==> config.mk <==
export PLATFORM = sky130hd
export DESIGN_NAME = spike_rate_encoder
export DESIGN_NICKNAME = d
export VERILOG_FILES = /design/src/rtl/spike_rate_encoder.sv
export SDC_FILE = /design/constraint.sdc
export NUM_CORES = 1
export LEC_CHECK = 0
export ABC_AREA = 1
export CORE_AREA = 2 2 64 66
export DETAILED_ROUTE_END_ITERATION = 8
export DIE_AREA = 0 0 66 68
export DONT_BUFFER_PORTS = 1
export SYNTH_ARGS = -nofsm -noshare
export SYNTH_HDL_FRONTEND = slang
export SYNTH_SLANG_ARGS = --single-unit
==> constraint.sdc <==
create_clock -name clk -period 2.1 [get_ports clk]
set_input_delay 0.105 -clock clk [delete_from_list [all_inputs] [get_ports clk]]
set_output_delay 0.105 -clock clk [all_outputs]
set_load 0.01 [all_outputs]
==> src/rtl/spike_rate_encoder.sv <==
// Rate-codes one intensity sample into a WINDOW-cycle spike train; first spike slot is 1 cycle after accept.
// in_ready is low during a window except its last cycle, which allows back-to-back samples; flush forces it low.
module spike_rate_encoder #(
  parameter int WIDTH  = 8,
  parameter int WINDOW = 16
) (
  input  logic                         clk,
  input  logic                         rst_n,
  input  logic                         in_valid,
  output logic                         in_ready,
  input  logic [WIDTH-1:0]             intensity,
  input  logic                         flush,
  output logic                         S,
  output logic                         busy,
  output logic                         done,
  output logic [$clog2(WINDOW+1)-1:0]  spike_count
);

  localparam int SW = $clog2(WINDOW);
  localparam int CW = $clog2(WINDOW + 1);

  typedef enum logic {IDLE, RUN} state_t;

  state_t           state, state_nx;
  logic [WIDTH-1:0] lat, lat_nx;
  logic [WIDTH-1:0] acc, acc_nx;
  logic [SW-1:0]    step, step_nx;
  logic [CW-1:0]    cnt, cnt_nx;
  logic             s_q, s_nx;
  logic             done_q, done_nx;
  logic             last;
  logic             accept;
  logic [WIDTH:0]   sum;

  assign last     = (state == RUN) && (step == SW'(WINDOW - 1));
  assign in_ready = !flush && ((state == IDLE) || last);
  assign accept   = in_valid && in_ready;
  assign sum      = {1'b0, acc} + {1'b0, lat};

  always_ff @(posedge clk or negedge rst_n) begin
    if (!rst_n) begin
      state <= IDLE;
    end else begin
      state <= state_nx;
    end
  end

  always_comb begin
    state_nx = state;
    lat_nx   = lat;
    acc_nx   = acc;
    step_nx  = step;
    cnt_nx   = cnt;
    s_nx     = 1'b0;
    done_nx  = 1'b0;
    if (flush) begin
      state_nx = IDLE;
      cnt_nx   = '0;
    end else if (accept) begin
      // Phase starts at zero; the first step (0 + I) can never carry, so it is
      // folded into the accept edge and S for cycle 1 is simply 0.
      state_nx = RUN;
      lat_nx   = intensity;
      acc_nx   = intensity;
      step_nx  = '0;
      cnt_nx   = '0;
    end else if (last) begin
      state_nx = IDLE;
    end else if (state == RUN) begin
      s_nx    = sum[WIDTH];
      acc_nx  = sum[WIDTH-1:0];
      step_nx = step + SW'(1);
      cnt_nx  = cnt + CW'(sum[WIDTH]);
      done_nx = (step == SW'(WINDOW - 2));
    end
  end

  always_ff @(posedge clk or negedge rst_n) begin
    if (!rst_n) begin
      lat    <= '0;
      acc    <= '0;
      step   <= '0;
      cnt    <= '0;
      s_q    <= 1'b0;
      done_q <= 1'b0;
    end else begin
      lat    <= lat_nx;
      acc    <= acc_nx;
      step   <= step_nx;
      cnt    <= cnt_nx;
      s_q    <= s_nx;
      done_q <= done_nx;
    end
  end

  assign S           = s_q;
  assign busy        = (state == RUN);
  assign done        = done_q;
  assign spike_count = cnt;

endmodule
==> run_results.csv, run 1 <==
group,metric,value,unit
routing,antenna_left,0,
floorplanning,core,3860,sq um
clocking,path_clk_slew,90,ps
clocking,ctsLongestPathBuffers,2,
critical_path,cp_data_arrival_time,2170,ps
yosys,synth_cell_types,28,
yosys,synth_top_area_share,42.6,%
power_and_ir_drop,seq_power_share,38.3,%
global_routing,grt-ovfl-total,0,
power_and_ir_drop,p_switching,767,uW
floorplanning,dieHeight,68,microns
yosys,yosysSeqAreaShare,42.6,%
critical_path,path_class,"reg -> reg",
clocking,htreeDepth,1,
power_and_ir_drop,comb_power_share,47.2,%
timing,rsz0062_at_grt,"yes",
critical_path,crit_start,"acc[0]",
critical_path,r2r-end,"spike_count[4]",
power_and_ir_drop,vdd_drop_max,357,uV
routing,drc_errors,0,
routing,first_iter_violations,58,
routing,vias,1293,
min_path,min_from,"flush",
clocking,clk_latency,270,ps
global_routing,grt_max_degree,29,
critical_path,crit_required,2260,ps
floorplanning,rows,23,
clocking,numCtsBuffers,3,
critical_path,critPathCapture,"spike_count[4]",
cells_and_area,layout-drive-gt1-share,15.9,%
timing,max_freq,499,MHz
yosys,synth_area_leader_cell,"dfrtp_1",
timing,tightest_slew,399,ps
routing,wire_per_inst,12.3,microns
clocking,cts_tree,"built",
critical_path,end_kind,"flip-flop",
cells_and_area,multi_input_area,915,sq um
yosys,synth_warnings,0,
yosys,syn_nets,221,
power_and_ir_drop,switching_share,38.6,%
routing,wl_met2,1510,microns
timing,timing.hold.ws,100,ps
timing,finalClockSkew,3.44,ps
routing,wirelength,3250,microns
routing,top_layer_used,"met4",
cells_and_area,fin_nets,241,
floorplanning,dieArea,4490,sq um
timing,finalHoldViolCount,0,
min_path,hold_class,"in -> reg",
routing,wl_met3,125,microns
power_and_ir_drop,finalPower,1.98,mW
yosys,synth.area.top_cells,"dfrtp_1, nand2_1, ha_1, nand3_1, inv_1",
timing,finalCritPeriodShare,95.4,%
critical_path,cpPeakStageDelay,420,ps
critical_path,crit_path_top_delay_cell,"dfrtp_1",
yosys,syn_avg_cell_area,8.40,sq um
power_and_ir_drop,leakagePower,0.997,nW
routing,wl_met1,1580,microns
cells_and_area,insertedDiodeCount,0,
floorplanning,io_pins,21,
run,cap_violations,0,
timing,finalMaxSlewViolations,0,
run_status,status,"completed",
cells_and_area,regArea,701,sq um
timing,finalSetupViolCount,0,
placed_design,dp.cells,248,
yosys,synth_seq_cells,28,
routing,firstDrtPassIters,4,
critical_path,cp_max_fo,2,
power_and_ir_drop,power_density,1010,nW/um^2
power_and_ir_drop,internal_power,1.22,mW
routing,viasPerCell,4.90,
cells_and_area,fin_cells,264,
critical_path,r2r_slack,100,ps
critical_path,reg2reg_from,"acc[0]",
power_and_ir_drop,pwr-share-clk,14.5,%
clocking,clock-root-buffer,"clkbuf_8",
floorplanning,start_util,42.7,%
global_routing,grt_pass1_vias,1227,
global_routing,grtUsageTotal,15.4,%
floorplanning,fp.dieW,66,microns
timing,max_slew_margin,73.4,%
yosys,netlist_area,1650,sq um
cells_and_area,n_fill_cell,391,
critical_path,reg2regPathDepth,11,
timing,setup_slack,96.2,ps
placed_design,post-dp-hpwl,2320,microns
timing,fin_tns_setup,0,ps
yosys,synthCells,196,
placed_design,port_buffers,0,
critical_path,path_cells,"ha_4, fa_2, nand2_2, nand2_2, nand3_2, nand2_1, ha_2, ha_4, nand3_2, xor2_1, o21ai_1",
cells_and_area,areaGrowthSynthToFinish,19.5,%
critical_path,startpoint_type,"flip-flop",
global_routing,grt_antenna_before_repair,0,
timing,min_period,2000,ps
placed_design,post-place-ws,-67.7,ps
global_routing,grt_first_pass_wirelength,5290,microns
clocking,cts.sinks,28,
placed_design,place.gp.congestion,0.725,
## flip-flops by register name (all words and copies together), names as in the netlist
| signal | cells |
|---|---|
| spike_count | 5 |
| done | 1 |
| lat | 8 |
| step | 4 |
| S | 1 |
| acc | 8 |
| busy | 1 |
## worst min path at each step
stage | slack [ps] | cells after the start | end
2_1_floorplan | -190 | 0 | S
3_3_place_gp | -190 | 0 | done
3_5_place_dp | -190 | 0 | done
4_1_cts | 100 | 3 | spike_count[1]
5_1_grt | 140 | 3 | spike_count[1]
6_report | 100 | 3 | spike_count[1]
## power groups by stage
stage | Sequential [mW] | Clock (mW) | Combinational [mW]
after floorplan | 0.735 | 0 | 0.649
after global placement | 0.752 | 0 | 0.810
after detailed placement | 0.756 | 0 | 0.817
after CTS | 0.746 | 0.302 | 0.857
after global routing | 0.778 | 0.317 | 1.08
final | 0.760 | 0.287 | 0.938
## synthesized netlist by cell type
cell type and number:
nand2_1 63, a21oi_4 1, nor2_8 1, o21ai_0 5
fa_1 1, nand2_4 3, a21oi_2 1, nor2_1 9
nand3_2 1, nand3_1 23, inv_2 2, buf_2 1
o31ai_1 1, a31oi_1 1, a31oi_2 1, nor3_1 1
ha_1 12, nand2_2 2, o21ai_1 2, inv_1 18
o31a_1 1, dfrtp_1 28, nand3b_1 2, buf_8 1
xor2_1 4, xnor2_1 2, a21oi_1 8, buf_6 1
## placed cells by master (no fill, tap or decap), types with 2 or more instances in the layout
master and instances:
nand2_4 3, ha_1 7, dlygate4sd3_1 10, dfrtp_1 28
xor2_1 4, inv_2 2, inv_1 18, xnor2_1 2
clkbuf_8 3, nor2_1 9, buf_4 7, ha_4 4
o21ai_1 3, nand3_2 3, nand3_1 21, nand2_2 4
nand3b_1 2, nand2_1 61, o21ai_0 4, a21oi_1 8
## cell type report
| class | count | area share (%) |
|---|---|---|
| multi-input cells | 145 | 46.5 |
| flip-flops and latches | 28 | 35.6 |
| inverters | 20 | 3.82 |
| clock buffers | 3 | 2.10 |
| well taps | 50 | 3.18 |
| repair buffers | 18 | 8.78 |
## metal layers
| metal | vias to the layer above | global-route usage (%) |
|---|---|---|
| li1 | 669 | - |
| met1 | 599 | 20.9 |
| met2 | 20 | 25.0 |
| met3 | 5 | 2.96 |
| met4 | 0 | 4.59 |
| met5 | - | 0 |
## cell families (layout without fill, tap and decap cells)
kind of cell / count (synthesis) / in the layout / synth area share [%]
xor+xnor: 6 / 6 / 3.19
flops: 28 / 28 / 42.6
fa+ha+maj: 13 / 13 / 10.3
buf+inv: 23 / 41 / 6.46
simple gates: 105 / 105 / 29.3
compound gates: 21 / 21 / 8.21
## critical path: cells and delay by family (launching register included)
kind                       cells  cell delay (ps)
adders and majority gates      4              900
DFF                            1              420
and+or+nand+nor                5              330
xor gates and xnor gates       1              160
AOI/OAI and AO/OA              1               80
## metrics by stage
step / instance area, sq um / util [%]
finish: 1970 / 51.0
detailed placement: 1720 / 44.5
global placement: 1720 / 44.5
floorplan: 1650 / -
global route: 1970 / 51.0
CTS: 1880 / 48.9
## timing repair
item | CTS | global route
hold buffers | 11 | 0
resized for setup | 3 | 11
endpoints found under the setup margin | 1 | 3
buffers inserted | 0 | 2
endpoints found under the hold margin | 38 | 0
pin swaps | 0 | 5
gates cloned | 0 | 0
Note: power is estimated with default switching activity, not from simulation.
==> run 2: changes to the inputs <==
--- a/config.mk
+++ b/config.mk
@@ -6,10 +6,12 @@
 export NUM_CORES = 1
 export LEC_CHECK = 0
 export ABC_AREA = 1
-export CORE_AREA = 2 2 64 66
+export CORE_AREA = 2 2 74 48
+export CTS_CLUSTER_DIAMETER = 120
 export DETAILED_ROUTE_END_ITERATION = 8
-export DIE_AREA = 0 0 66 68
+export DIE_AREA = 0 0 76 50
 export DONT_BUFFER_PORTS = 1
+export PLACE_DENSITY = 0.71
 export SYNTH_ARGS = -nofsm -noshare
 export SYNTH_HDL_FRONTEND = slang
 export SYNTH_SLANG_ARGS = --single-unit
==> run 2 against run 1 <==
Net effect:
- highest routed layer unchanged
- utilization grew 14 points
- final cell count fell by 2.3%
- critical path type unchanged
- critical endpoint unchanged
- die area is 15% lower
- global-route usage rose by 5.5 points
- setup slack got worse by 25 ps
- maximum frequency is 1.2% lower
==> run_results.csv, run 2 (synthesized netlist as in run 1, its figures left out) <==
group,metric,value,unit
critical_path,path_class,"reg -> reg",
routing,wire_per_inst,14.6,microns
placed_design,placed_area,1690,sq um
placed_design,port_buffers,0,
clocking,clock-root-buffer,"clkbuf_8",
power_and_ir_drop,leakagePower,1.00,nW
power_and_ir_drop,power_density,1090,nW/um^2
min_path,min_from,"flush",
cells_and_area,most-common-layout-cells,"nand2_1, dfrtp_1, nand3_1",
clocking,numCtsBuffers,3,
timing,finalMaxSlewViolations,0,
min_path,hold_class,"in -> reg",
floorplanning,start_util,53.1,%
placed_design,post-place-ws,-98.8,ps
cells_and_area,n_fill_cell,241,
floorplanning,dieArea,3800,sq um
critical_path,end_kind,"flip-flop",
timing,tightest_slew,412,ps
clocking,cts_tree,"built",
timing,max_freq,493,MHz
cells_and_area,areaGrowthSynthToFinish,21.9,%
timing,min_period,2030,ps
critical_path,cp_data_arrival_time,2190,ps
power_and_ir_drop,vdd_drop_max,511,uV
cells_and_area,stdcell_area,2010,sq um
routing,antenna_left,0,
cells_and_area,fin_nets,239,
cells_and_area,layout-drive-gt1-share,17.4,%
critical_path,crit_start,"acc[0]",
floorplanning,fp.dieW,76,microns
timing,finalCritPeriodShare,96.6,%
floorplanning,io_pins,21,
floorplanning,core,3100,sq um
critical_path,startpoint_type,"flip-flop",
routing,vias,1342,
timing,timing.hold.ws,84.4,ps
global_routing,grt-ovfl-total,0,
timing,finalHoldViolCount,0,
clocking,clk_latency,270,ps
run_status,status,"completed",
timing,max_slew_margin,72.5,%
routing,first_iter_violations,107,
clocking,path_clk_slew,100,ps
global_routing,grtUsageTotal,20.9,%
clocking,ctsLongestPathBuffers,2,
run,cap_violations,0,
floorplanning,dieHeight,50,microns
critical_path,reg2reg_from,"acc[0]",
placed_design,post-dp-hpwl,2560,microns
floorplanning,rows,16,
routing,firstDrtPassIters,4,
placed_design,place.gp.congestion,0.783,
global_routing,grt_pass1_vias,1326,
cells_and_area,insertedDiodeCount,0,
clocking,cts.sinks,28,
global_routing,grt_max_degree,29,
timing,setup_slack,71.5,ps
cells_and_area,final_common_cell,"nand2_1",
critical_path,cp_max_fo,2,
routing,wirelength,3760,microns
timing,finalSetupViolCount,0,
critical_path,crit_required,2260,ps
global_routing,grt_antenna_before_repair,0,
clocking,htreeDepth,1,
timing,finalClockSkew,3.48,ps
global_routing,grt_first_pass_wirelength,6250,microns
routing,viasPerCell,5.20,
routing,drc_errors,0,
[run 2: cell types whose count changed in the layout (fill, tap and decap cells not counted), sizes merged]
cell / delta
buf: -2
bufinv: +1
[run 2: layer usage]
layer,vias to the layer above,GRT usage (%),wire [microns]
met2,29,37.8,1830
met3,4,4.40,150
met4,0,0.909,27
li1,668,-,-
met5,-,0,0
met1,641,27.4,1750
[run 2: per-stage QoR]
step           util (%)  setup TNS, ps  cells  total power [mW]
6_report           64.7              0    258              2.19
4_1_cts            61.5              0    257              2.05
2_1_floorplan         -              0    196              1.38
3_3_place_gp       54.6              0    241              1.53
3_5_place_dp       54.6          -98.8    241              1.57
5_1_grt            64.7          -4.20    258              2.38
[run 2: what timing repair did]
action	CTS	global route
gates resized for setup	5	13
buffers inserted	1	1
hold buffers	11	0
endpoints found under the setup margin	2	2
pin swaps	0	3
gates cloned	0	0
hold endpoints to repair	38	0
[run 2: layout make-up]
| class | count | area (sq um) | share of cell area (%) |
|---|---|---|---|
| Timing Repair Buffer | 16 | 158 | 7.86 |
| Sequential cell | 28 | 701 | 34.9 |
| Clock inverter | 1 | 30.0 | 1.50 |
| Tap cell | 45 | 56.3 | 2.81 |
| Inverter | 20 | 75.1 | 3.74 |
| Clock buffer | 3 | 41.3 | 2.06 |
| Multi-Input combinational cell | 145 | 946 | 47.1 |
[run 2: report_power, final]
| part | switching, mW | internal [mW] |
|---|---|---|
| clock | 0.171 | 0.255 |
| sequential | 0.121 | 0.657 |
| combinational | 0.541 | 0.450 |
[run 2: worst paths after layout]
kind                                        to  slack [ps]  depth (start not counted)
min in group asynchronous               acc[3]         250                          2
worst min register to register          lat[3]         490                          2
max in group asynchronous       spike_count[1]        1690                          2
worst min-delay path            spike_count[1]          80                          3
worst max register to register  spike_count[4]          70                         11
worst max-delay path            spike_count[4]          70                         11
[run 2: critical path, stage by stage, from the launching register on]
cell and delay [ps]:
dfrtp_1 400, ha_2 200, fa_2 370, nand2_2 70, nand2_2 60, nand3_2 90
nand2_2 70, ha_4 170, ha_4 160, nand3_2 70, xor2_1 160, o21ai_1 90
==> run 3: changes to the inputs <==
==> constraint.sdc (replaced) <==
create_clock -name clk -period 2.1 [get_ports clk]
set_input_delay 0.315 -clock clk [delete_from_list [all_inputs] [get_ports clk]]
set_output_delay 0.315 -clock clk [all_outputs]
set_load 0.01 [all_outputs]
==> run 3 against run 2 <==
Net effect:
- sequential share of layout area rose by 1.6 points
- routed wire length fell by 3.0%
- critical endpoint unchanged
- hold slack improved by 43 ps
- maximum frequency fell by 0.87%
- cell area fell by 4.5%
- global-route usage fell by 0.73 points
==> run_results.csv, run 3 (synthesized netlist as in run 1, its figures left out) <==
group,metric,value,unit
run_status,status,"completed",
timing,max_freq,489,MHz
timing,finalHoldViolCount,0,
routing,first_iter_violations,136,
routing,drc_errors,0,
routing,wire_per_inst,14.6,microns
critical_path,path_buf_inv,0,
clocking,ctsLongestPathBuffers,2,
floorplanning,dieHeight,50,microns
clocking,clock-root-buffer,"clkbuf_8",
floorplanning,rows,16,
floorplanning,io_pins,21,
critical_path,crit_required,2260,ps
routing,vias,1300,
floorplanning,fp.dieW,76,microns
timing,finalSetupViolCount,0,
timing,min_period,2050,ps
cells_and_area,final_common_cell,"nand2_1",
placed_design,port_buffers,0,
power_and_ir_drop,leakagePower,0.963,nW
min_path,hold_class,"in -> reg",
global_routing,grt_first_pass_wirelength,6110,microns
power_and_ir_drop,power_density,1130,nW/um^2
timing,finalMaxSlewViolations,0,
critical_path,path_class,"reg -> reg",
placed_design,place.gp.congestion,0.783,
cells_and_area,layout-drive-gt1-share,18.1,%
critical_path,path_cells,"ha_2, fa_2, nand2_2, nand2_2, nand3_2, nand2_2, ha_4, ha_4, nand3_2, xor2_1, o21ai_1",
cells_and_area,most-common-layout-cells,"nand2_1, dfrtp_1, nand3_1",
routing,wirelength,3640,microns
routing,firstDrtPassIters,4,
critical_path,cpPeakStageDelay,390,ps
routing,viasPerCell,5.22,
clocking,htreeDepth,1,
global_routing,grtUsageTotal,20.1,%
critical_path,cpLargestDelayFamily,"adder cells",
cells_and_area,stdcell_area,1920,sq um
placed_design,post-dp-hpwl,2560,microns
clocking,numCtsBuffers,3,
placed_design,placed_area,1690,sq um
timing,setup_slack,53.8,ps
global_routing,grt_pass1_vias,1317,
timing,tightest_slew,412,ps
clocking,cts_tree,"built",
cells_and_area,insertedDiodeCount,0,
critical_path,cp_max_fo,2,
timing,finalCritPeriodShare,97.4,%
critical_path,crit_path_top_delay_cell,"dfrtp_1",
power_and_ir_drop,finalPower,2.17,mW
critical_path,crit_path_frequent_cell,"nand2_2",
critical_path,end_kind,"flip-flop",
timing,fin_tns_setup,0,ps
clocking,path_clk_slew,100,ps
global_routing,grt_max_degree,29,
critical_path,startpoint_type,"flip-flop",
clocking,cts.sinks,28,
floorplanning,core,3100,sq um
critical_path,cp_data_arrival_time,2210,ps
cells_and_area,areaGrowthSynthToFinish,16.4,%
power_and_ir_drop,vdd_drop_max,507,uV
clocking,clk_latency,270,ps
timing,finalClockSkew,3.07,ps
timing,max_slew_margin,72.5,%
global_routing,grt_antenna_before_repair,0,
routing,antenna_left,0,
floorplanning,dieArea,3800,sq um
cells_and_area,fin_nets,230,
global_routing,grt-ovfl-total,0,
floorplanning,start_util,53.1,%
placed_design,post-place-ws,-98.8,ps
run,cap_violations,0,
==> run 3: cell types whose count changed in the layout (fill, tap and decap cells not counted), sizes merged <==
cell | previous run | this run
dlygate4sd3 | 10 | 1
==> run 3: final cells by class <==
cell class              instances  area (sq um)
fillers                       256          1190
well taps                      45          56.3
clock inverters                 1          30.0
inverters                      20          75.1
flip-flops and latches         28           701
repair buffers                  7          67.6
multi-input cells             145           946
clock buffers                   3          41.3
==> run 3: through the flow <==
stage / utilization (%) / hold WS (ps) / std cells
final: 61.8 / 128 / 249
after global placement: 54.6 / 20.3 / 241
after floorplan: - / 19.4 / 196
after detailed placement: 54.6 / 20.0 / 241
after global routing: 61.8 / 111 / 249
after CTS: 58.6 / 120 / 248
==> run 3: worst paths after layout <==
path	start	endpoint	slack [ps]	cells after the start
setup / recovery	lat[0]	spike_count[4]	50	11
hold / removal	flush	busy	130	1
setup reg to reg	lat[0]	spike_count[4]	50	11
hold reg to reg	lat[3]	lat[3]	490	2
max in group asynchronous	rst_n	lat[4]	1480	2
min in group asynchronous	rst_n	lat[1]	460	2
==> run 3: report_power, final <==
part,total (mW),internal [mW],switching (mW),leakage [nW]
sequential,0.776,0.657,0.120,0.354
clock,0.424,0.255,0.169,0.0357
combinational,0.972,0.437,0.535,0.573
==> run 3: per-layer routing <==
layer  up-vias  part of all wire (%)  track usage [%]
li1        651                     -                -
met1       617                    46             25.6
met2        28                    48             36.8
met3         4                   4.9             5.31
met4         0                  0.69            0.909
met5         -                     0                0
==> run 3: repair_timing <==
action                                  CTS  global route
endpoints found under the setup margin    2             2
pin swaps                                 0             3
hold endpoints to repair                 28             0
hold buffers                              2             0
resized for setup                         5            13
setup buffers                             1             1
